--- src/rtl/pipe_stage_pkg.sv ---
// Shared constants and types for the pipe_stage register slice.
// Constant names and values mirror the processor-wide defines so bubbles look identical everywhere.
package pipe_stage_pkg;

   localparam logic [4:0]  NOPRegAddr     = 5'b00000;
   localparam logic        WriteDisable   = 1'b0;
   localparam logic        NotInDelaySlot = 1'b0;
   localparam logic [31:0] ZeroWord       = 32'h0000_0000;

   typedef enum logic [1:0] {
      OCC_EMPTY = 2'd0,
      OCC_ONE   = 2'd1,
      OCC_TWO   = 2'd2
   } occ_e;

endpackage

--- src/rtl/pipe_stage_cnt.sv ---
// Saturating event counter; a clear on the same cycle as an increment wins.
module pipe_stage_cnt #(
   parameter int CNT_W = 16
) (
   input  logic             clk,
   input  logic             rst,
   input  logic             inc,
   input  logic             clr,
   output logic [CNT_W-1:0] cnt
);

   always_ff @(posedge clk or negedge rst) begin
      if (!rst) begin
         cnt <= '0;
      end else if (clr) begin
         cnt <= '0;
      end else if (inc && (cnt != {CNT_W{1'b1}})) begin
         cnt <= cnt + CNT_W'(1);
      end
   end

endmodule

--- src/rtl/pipe_stage.sv ---
// Pipeline register slice between decode and execute: single register or 2-entry skid buffer,
// with bubble forcing on the control fields and stall/bubble performance counters.
module pipe_stage
   import pipe_stage_pkg::*;
#(
   parameter int DATA_W  = 75,
   parameter int WD_W    = 5,
   parameter int SKID_EN = 1,
   parameter int CNT_W   = 16
) (
   input  logic              clk,
   input  logic              rst,
   input  logic              flush,
   input  logic              cnt_clr,
   input  logic              in_valid,
   output logic              in_ready,
   input  logic [DATA_W-1:0] in_data,
   input  logic [WD_W-1:0]   in_wd,
   input  logic              in_wreg,
   input  logic              in_dslot,
   output logic              out_valid,
   input  logic              out_ready,
   output logic [DATA_W-1:0] out_data,
   output logic [WD_W-1:0]   out_wd,
   output logic              out_wreg,
   output logic              out_dslot,
   output logic [1:0]        occupancy,
   output logic [CNT_W-1:0]  stall_cnt,
   output logic [CNT_W-1:0]  bubble_cnt
);

   typedef struct packed {
      logic [DATA_W-1:0] data;
      logic [WD_W-1:0]   wd;
      logic              wreg;
      logic              dslot;
   } entry_t;

   entry_t main_q;
   entry_t skid_q;
   entry_t in_ent;
   logic   main_valid;
   logic   skid_valid;
   logic   accept;
   logic   retire;
   occ_e   occ;

   assign in_ent = '{data: in_data, wd: in_wd, wreg: in_wreg, dslot: in_dslot};
   assign accept = in_valid & in_ready;
   assign retire = main_valid & out_ready;

   generate
      if (SKID_EN != 0) begin : g_skid
         logic skid_nxt;
         logic ready_q;

         // skid only fills when main is busy and not draining; it empties into main on retire
         always_comb begin
            skid_nxt = skid_valid;
            if (flush) begin
               skid_nxt = 1'b0;
            end else if (skid_valid) begin
               if (retire) skid_nxt = 1'b0;
            end else if (accept && main_valid && !retire) begin
               skid_nxt = 1'b1;
            end
         end

         always_ff @(posedge clk or negedge rst) begin
            if (!rst) begin
               skid_valid <= 1'b0;
               ready_q    <= 1'b1;
               skid_q     <= '0;
            end else begin
               skid_valid <= skid_nxt;
               ready_q    <= !skid_nxt;
               if (!skid_valid && accept) skid_q <= in_ent;
            end
         end

         // registered so out_ready never reaches upstream combinationally
         assign in_ready = ready_q;
      end else begin : g_reg
         assign skid_valid = 1'b0;
         assign skid_q     = '0;
         assign in_ready   = !main_valid | out_ready;
      end
   endgenerate

   // main is the head; it keeps its payload while empty so out_data holds through bubbles
   always_ff @(posedge clk or negedge rst) begin
      if (!rst) begin
         main_valid <= 1'b0;
         main_q     <= '{data: DATA_W'(ZeroWord), wd: WD_W'(NOPRegAddr),
                         wreg: WriteDisable, dslot: NotInDelaySlot};
      end else if (flush) begin
         main_valid <= 1'b0;
      end else if (retire && skid_valid) begin
         main_q     <= skid_q;
      end else if (accept && (!main_valid || retire)) begin
         main_valid <= 1'b1;
         main_q     <= in_ent;
      end else if (retire) begin
         main_valid <= 1'b0;
      end
   end

   assign out_valid = main_valid;
   assign out_data  = main_q.data;
   assign out_wd    = main_valid ? main_q.wd    : WD_W'(NOPRegAddr);
   assign out_wreg  = main_valid ? main_q.wreg  : WriteDisable;
   assign out_dslot = main_valid ? main_q.dslot : NotInDelaySlot;

   always_comb begin
      occ = OCC_EMPTY;
      if (main_valid && skid_valid) occ = OCC_TWO;
      else if (main_valid)          occ = OCC_ONE;
   end
   assign occupancy = occ;

   pipe_stage_cnt #(.CNT_W(CNT_W)) u_stall_cnt (
      .clk (clk),
      .rst (rst),
      .inc (main_valid & !out_ready),
      .clr (cnt_clr),
      .cnt (stall_cnt)
   );

   pipe_stage_cnt #(.CNT_W(CNT_W)) u_bubble_cnt (
      .clk (clk),
      .rst (rst),
      .inc (!main_valid),
      .clr (cnt_clr),
      .cnt (bubble_cnt)
   );

endmodule

--- config.mk ---
export PLATFORM = sky130hd
export DESIGN_NAME = pipe_stage
export DESIGN_NICKNAME = d
export VERILOG_FILES = /design/src/rtl/pipe_stage_pkg.sv /design/src/rtl/pipe_stage_cnt.sv /design/src/rtl/pipe_stage.sv
export SDC_FILE = /design/constraint.sdc
export NUM_CORES = 1
export LEC_CHECK = 0
export CAP_MARGIN = 20
export CORE_ASPECT_RATIO = 0.5
export CORE_MARGIN = 2
export CORE_UTILIZATION = 46
export DETAILED_ROUTE_END_ITERATION = 10
export HOLD_SLACK_MARGIN = 0.1
export PLACE_DENSITY = 0.77
export REMOVE_ABC_BUFFERS = 1
export SLEW_MARGIN = 10
export SYNTH_ARGS = -nofsm -noshare
export SYNTH_HDL_FRONTEND = slang
export SYNTH_SLANG_ARGS = --single-unit
--- constraint.sdc ---
create_clock -name clk -period 1.85 [get_ports clk]
set_clock_uncertainty 0.2 [all_clocks]
set_input_delay 0.37 -clock clk [delete_from_list [all_inputs] [get_ports clk]]
set_output_delay 0.37 -clock clk [all_outputs]
set_load 0.02 [all_outputs]
== After elaboration in Yosys (flattened, before gate mapping) ==
Index checks and enable logic that the tools add are counted.

* $add $sub $neg: 2
* $mul: 0
* Divide/modulo/power cells: 0
* $lt $le $gt $ge: 0
* Equality and inequality tests: 3
* Shift operators: 0
* Muxes and demuxes: 19
* Bitwise logic cells: 4
* Reduce and logical (&&, ||, !) cells: 20

{| class="wikitable"
|+ Operator list
! kind !! count
|-
| 82-bit 2-to-1 mux || 2
|-
| 16-bit 2-to-1 mux || 4
|-
| 16-bit by 1-bit adder with 16-bit output (second input constant) || 2
|-
| 16-bit inequality test (second input constant) || 2
|-
| 1-bit 2-to-1 mux || 11
|-
| 1-bit logical AND || 8
|-
| 2-bit nonzero test || 3
|-
| 1-bit zero test || 5
|-
| 5-bit 2-to-1 mux || 1
|-
| 2-bit AND reduction || 2
|-
| 1-bit bitwise AND || 3
|-
| 3-bit nonzero test || 1
|-
| 2-bit 2-to-1 mux || 1
|-
| 2-bit inequality test (second input constant) || 1
|-
| 1-bit logical OR || 1
|-
| 1-bit inverter || 1
|}

* Bits in registers: 199
* Latch bits: 0
* Bits in writable memories: 0
* Memory bits (read-only): 0
* Input bits: 88
* Output and inout port bits: 118
* Memories: 0

== Depth between registers and ports, before layout ==
* Word-level depth: 7
* Gate-level depth with buffers: 8
* Gate-level depth less buffers: 5

== Hierarchy ==
A second synthesis with hierarchy kept.

* Cell total of the unflattened synthesis: 733
* Area, all modules: 10,448.8 um^2

{| class="wikitable"
|+ By module, submodules not included
! module !! instances !! cells an instance !! area each (um^2) !! seq. area each (um^2)
|-
| pipe_stage || 1 || 537 || 8,564.5 || 4,180.3
|-
| pipe_stage_cnt || 2 || 98 || 942.2 || 400.4
|}

== Least setup slack after synthesis ==
No wires, ideal clock.

* Kind: register to register
* From: register u_bubble_cnt.cnt[0]
* To: register u_bubble_cnt.cnt[14]
* Library setup time: 125 ps
* Data arrival time: 1,843 ps
* Required time: 1,525 ps
* Setup slack: -317 ps
* Cell stages (with the launch flop): 6
* Buffers on the path: 0
* Cell sequence: dfrtp_1 -> ha_1 -> nand4_1 -> a211o_1 -> nor4b_1 -> mux2_2

* Longest elaborated chain between the ends: 3
* Elaborated cells on any way between the ends: 6

{| class="wikitable"
|+ RTL lines
! what !! line !! source
|-
| start, declared || pipe_stage_cnt.sv:9 || <nowiki>output logic [CNT_W-1:0] cnt</nowiki>
|-
| start signal, assigned || pipe_stage_cnt.sv:18 || <nowiki>cnt <= cnt + CNT_W'(1);</nowiki>
|-
| 16-bit by 1-bit adder with 16-bit output / 16-bit inequality test (equally long branches) || pipe_stage_cnt.sv:18, pipe_stage_cnt.sv:17 ||
|-
| 16-bit 2-to-1 mux / 1-bit logical AND (equally long branches) || pipe_stage_cnt.sv:17 || <nowiki>end else if (inc && (cnt != {CNT_W{1'b1}})) begin</nowiki>
|-
| 16-bit 2-to-1 mux / 2-bit nonzero test (equally long branches) || -- ||
|}

Several ways; a longest one is shown, not always the timed one. The select of a mux whose other input is x is not followed.
A chain may end at the register's enable or synchronous reset.

== Worst setup path after layout ==
* From: register main_valid, in the netlist out_valid
* To: register main_q, in the netlist out_data[60]

* Longest elaborated chain between the ends: 5
* Elaborated cells on any way between the ends: 8

{| class="wikitable"
|+ RTL lines
! what !! line !! source
|-
| start, declared || pipe_stage.sv:42 || <nowiki>logic main_valid;</nowiki>
|-
| start signal, assigned || pipe_stage.sv:93 || <nowiki>main_valid <= 1'b0;</nowiki>
|-
| start signal, assigned || pipe_stage.sv:97 || <nowiki>main_valid <= 1'b0;</nowiki>
|-
| start signal, assigned || pipe_stage.sv:101 || <nowiki>main_valid <= 1'b1;</nowiki>
|-
| 1-bit bitwise AND / 1-bit zero test (equally long branches) || pipe_stage.sv:50, pipe_stage.sv:100 ||
|-
| 1-bit logical OR || pipe_stage.sv:100 || <nowiki>end else if (accept && (!main_valid || retire)) begin</nowiki>
|-
| 1-bit logical AND || pipe_stage.sv:100 ||
|-
| 2-bit nonzero test (no line) || -- ||
|-
| 2-bit AND reduction (no line) || -- ||
|-
| end signal, assigned || pipe_stage.sv:94 || <nowiki>main_q <= '{data: DATA_W'(ZeroWord), wd: WD_W'(NOPRegAddr),</nowiki>
|-
| end signal, assigned || pipe_stage.sv:99 || <nowiki>main_q <= skid_q;</nowiki>
|-
| end signal, assigned || pipe_stage.sv:102 || <nowiki>main_q <= in_ent;</nowiki>
|-
| end, declared || pipe_stage.sv:39 || <nowiki>entry_t main_q;</nowiki>
|}

Several ways; a longest one is shown, not always the timed one.

==> impl_results.md <==
* Status: finished, violations left
* Failing checks: setup timing
* Root Buffer: clkbuf_16
* Largest net degree at the start of global routing at 52
* Proportion of synthesized area in mux cells at 19.9%
* DRC marker count from the first detailed-route iteration at 316
* Req. time, crit path at 2010 ps
* Main combinational cell family by area after synthesis: multiplexers
* Kind of critical path: reg2reg
* Peak fanout along the critical path at 9
* Capturing point of the worst reg2reg path: out_data[60]
* Cell area after technology mapping at 9420 µm²
* Filler cell count at 1310
* Vias/cell at 5.45
* Max-Cap Viols at 0
* Row Count at 36
* Via count at 7408
* Final-report hold violation count at 0
* Xor/xnor cell area share of the yosys netlist at 0%
* F_max at 495 MHz
* Type of destination of the critical path: flop
* Synth warnings at 0
* Worst endpoint data arrival time at 2180 ps
* Worst hold margin at 146 ps
* Die boundary height at 105 µm
* # H-tree levels at 4
* Share of flip-flops with an asynchronous set or reset after synthesis at 100%
* Number of flip-flops and latches in the synthesized netlist at 199
* Initial core utilization at 47.6%
* Grt ovf at 0
* GRT Total Usage at 23.3%
* TritonCTS clock tree: built
* Ports at 206
* Detailed Place HPWL at 16100 µm
* Compound-cell area share of the yosys netlist at 7.71%
* Layout cell share with drive strength beyond 1 at 43.8%
* Num CTS Buffers at 17
* Setup repair after global routing missed its margin: true
* End-of-flow core utilization at 71.2%
* Area growth from synthesis to layout at 49.4%
* DRC violations left at 0
* Global-route wire length before repair at 39500 µm
* Port bufs at 205
* Ant. Diodes at 0
* Global placer's final weighted congestion at 0.830
* Flop-to-flop setup slack at -170 ps
* Post-route insts no fill at 1360
* Clock period minus final worst setup slack at 2020 ps
* Pwr Total at 0.0121 W
* Peak VDD IR at 0.788 mV
* Critical R2R Launch: out_valid
* Pwr per Cell Area at 860 nW/µm²
* Clock latency at the later pin of the worst-skew pair at 440 ps
* Proportion of synthesized chip area in sequential cells at 52.9%
* Longest Clk Path Bufs at 2
* Adder-Cell Fraction of Synth Area at 0.266%
* Number of clock sinks at 199
* Width of the chip at 206 µm
* Worst slew margin relative to its limit at 77.0%
* Leakage power at 6.42 nW
* Mean routed wirelength per cell at 20.2 µm
* Count of unique library cells instantiated by Yosys at 48
* Register clock-pin slew on the reported worst setup and hold paths at 80 ps
* Average cell area after synthesis at 11.3 µm²
* Number of nets in the final layout at 1171
* Number of slew-limit violations in the final report at 0
* Die area at 21700 µm²
* Worst Slack Setup Final at -169 ps
* Number of enable flip-flop cells after synthesis at 0
* Initial antenna violation count at 0
* Final routed wirelength across all metal layers at 27400 µm
* Kind of start point of the critical path: flop
* Dominant synthesized flop cell: dfrtp_1
* Final setup violation count at 106
* Mapped Cells at 831
* Core outline area at 19800 µm²
* First-pass DRT Iterations at 4
* Crit share post-route at 109%
* Worst min-delay path class: in2async
* Instance count after placement with tap cells included at 1280
* Transition time of the tightest slew-check pin at 344 ps
* Number of global-route vias before repair at 7518
* Worst setup path start: out_valid
* Worst r2r path cells at 9
* Antenna viol nets, final at 0
* Synthesized-area fraction occupied by and/or/nand/nor cells at 10.6%
[cell usage after synthesis, types with 3 or more instances]
cell      instances  area (µm²)
or3_1             7        43.8
buf_2            36         180
inv_1             8        30.0
or4_1             8        60.1
clkbuf_1          8        30.0
nor4_1            6        37.5
nand2b_1          3        18.8
mux2i_1          83         831
nand2_1          13        48.8
o21ai_0           9        45.0
nor2_1           95         357
dfrtp_1         198        4950
nor2b_1          12        75.1
buf_4            76         571
mux2_2           91        1020
a211oi_1          3        22.5
nand3_1           6        30.0
nor3_1            9        45.0
a21oi_1         102         510
and4_1            4        35.0
nand4_1           7        43.8
and2_1            9        56.3
o31ai_1           8        60.1
[worst max path at each step]
stage,endpoint,slack (ps),cells after the start
floorplan,main_q[0],-8670,3
global placement,u_stall_cnt.cnt[13],-480,5
detailed placement,u_stall_cnt.cnt[13],-470,5
CTS,out_wd[4],-170,4
global route,out_data[28],-220,9
finish,out_data[60],-170,9
[per-stage QoR]
stage	setup WS [ps]	setup TNS [ps]	area (µm²)
2_1_floorplan	-8670	-754900	8630
3_3_place_gp	-478	-55270	12000
3_5_place_dp	-472	-58050	12000
4_1_cts	-167	-9430	13100
5_1_grt	-225	-18130	14100
6_report	-169	-10910	14100
[what timing repair did]
action / CTS / global route
setup endpoints to repair: 224 / 141
hold buffers: 1 / 0
pin swaps: 24 / 19
gates cloned: 11 / 9
resized for setup: 293 / 249
setup buffers: 19 / 16
hold endpoints to repair: 198 / 0
[where the power goes]
part | switching [W] | internal, W
clock | 0.00184 | 0.00193
combinational | 0.00147 | 0.00143
sequential | 0.000446 | 0.00498
total | 0.00376 | 0.00834
[cells by family (layout without fill, tap and decap cells)]
| family | after synthesis | after routing |
|---|---|---|
| flops | 199 | 199 |
| simple gates | 194 | 195 |
| mux | 176 | 176 |
| compound gates | 132 | 132 |
| buf+inv | 128 | 390 |
| fa+ha+maj | 2 | 2 |
[area by class of cell]
| cell class | instances | area, µm² | share of cell area, % |
|---|---|---|---|
| clock buffers | 18 | 429 | 3.05 |
| clock inverters | 14 | 155 | 1.10 |
| inverters | 8 | 35.0 | 0.249 |
| multi-input cells | 505 | 4540 | 32.3 |
| flip-flops and latches | 199 | 4980 | 35.4 |
| well taps | 266 | 333 | 2.37 |
| repair buffers | 350 | 3590 | 25.5 |
[metal layers]
layer / track usage, % / up-vias / wire (µm)
li1: - / 3368 / -
met1: 29.1 / 3835 / 11400
met2: 40.2 / 155 / 14500
met3: 4.15 / 50 / 774
met4: 8.83 / 0 / 737
met5: 0 / - / 0
[worst max-delay path, stage by stage, from the launching register on]
cell and delay, ps:
dfrtp_2 450, buf_6 130, nor2b_4 130, buf_6 130, a211oi_4 230, buf_6 180
buf_12 140, clkbuf_16 160, nor2_1 50, a21oi_1 130
[sequential cells by signal, summed over array words and instances (netlist names)]
| signal | cells |
|---|---|
| u_stall_cnt.cnt | 16 |
| out_valid | 1 |
| in_ready | 1 |
| skid_valid | 1 |
| main_q | 7 |
| skid_q | 82 |
| u_bubble_cnt.cnt | 16 |
| out_data | 75 |
[cells in the final DEF, fill, tap and decap left out, types with 8 or more instances in the layout]
cell type          n
buf_16             8
nor2_4            32
buf_12            18
mux2i_1           83
clkdlybuf4s50_1   86
dlygate4sd2_1     77
clkbuf_2          13
a21oi_1           42
mux2_2            86
clkbuf_16         24
nor2_2            13
buf_4             79
nand2_1            8
a21oi_2           59
and2_4             8
dfrtp_1          196
buf_6             42
nor2b_1           11
nor2_1            50
buf_2             11
Note: power is estimated with default switching activity, not from simulation.
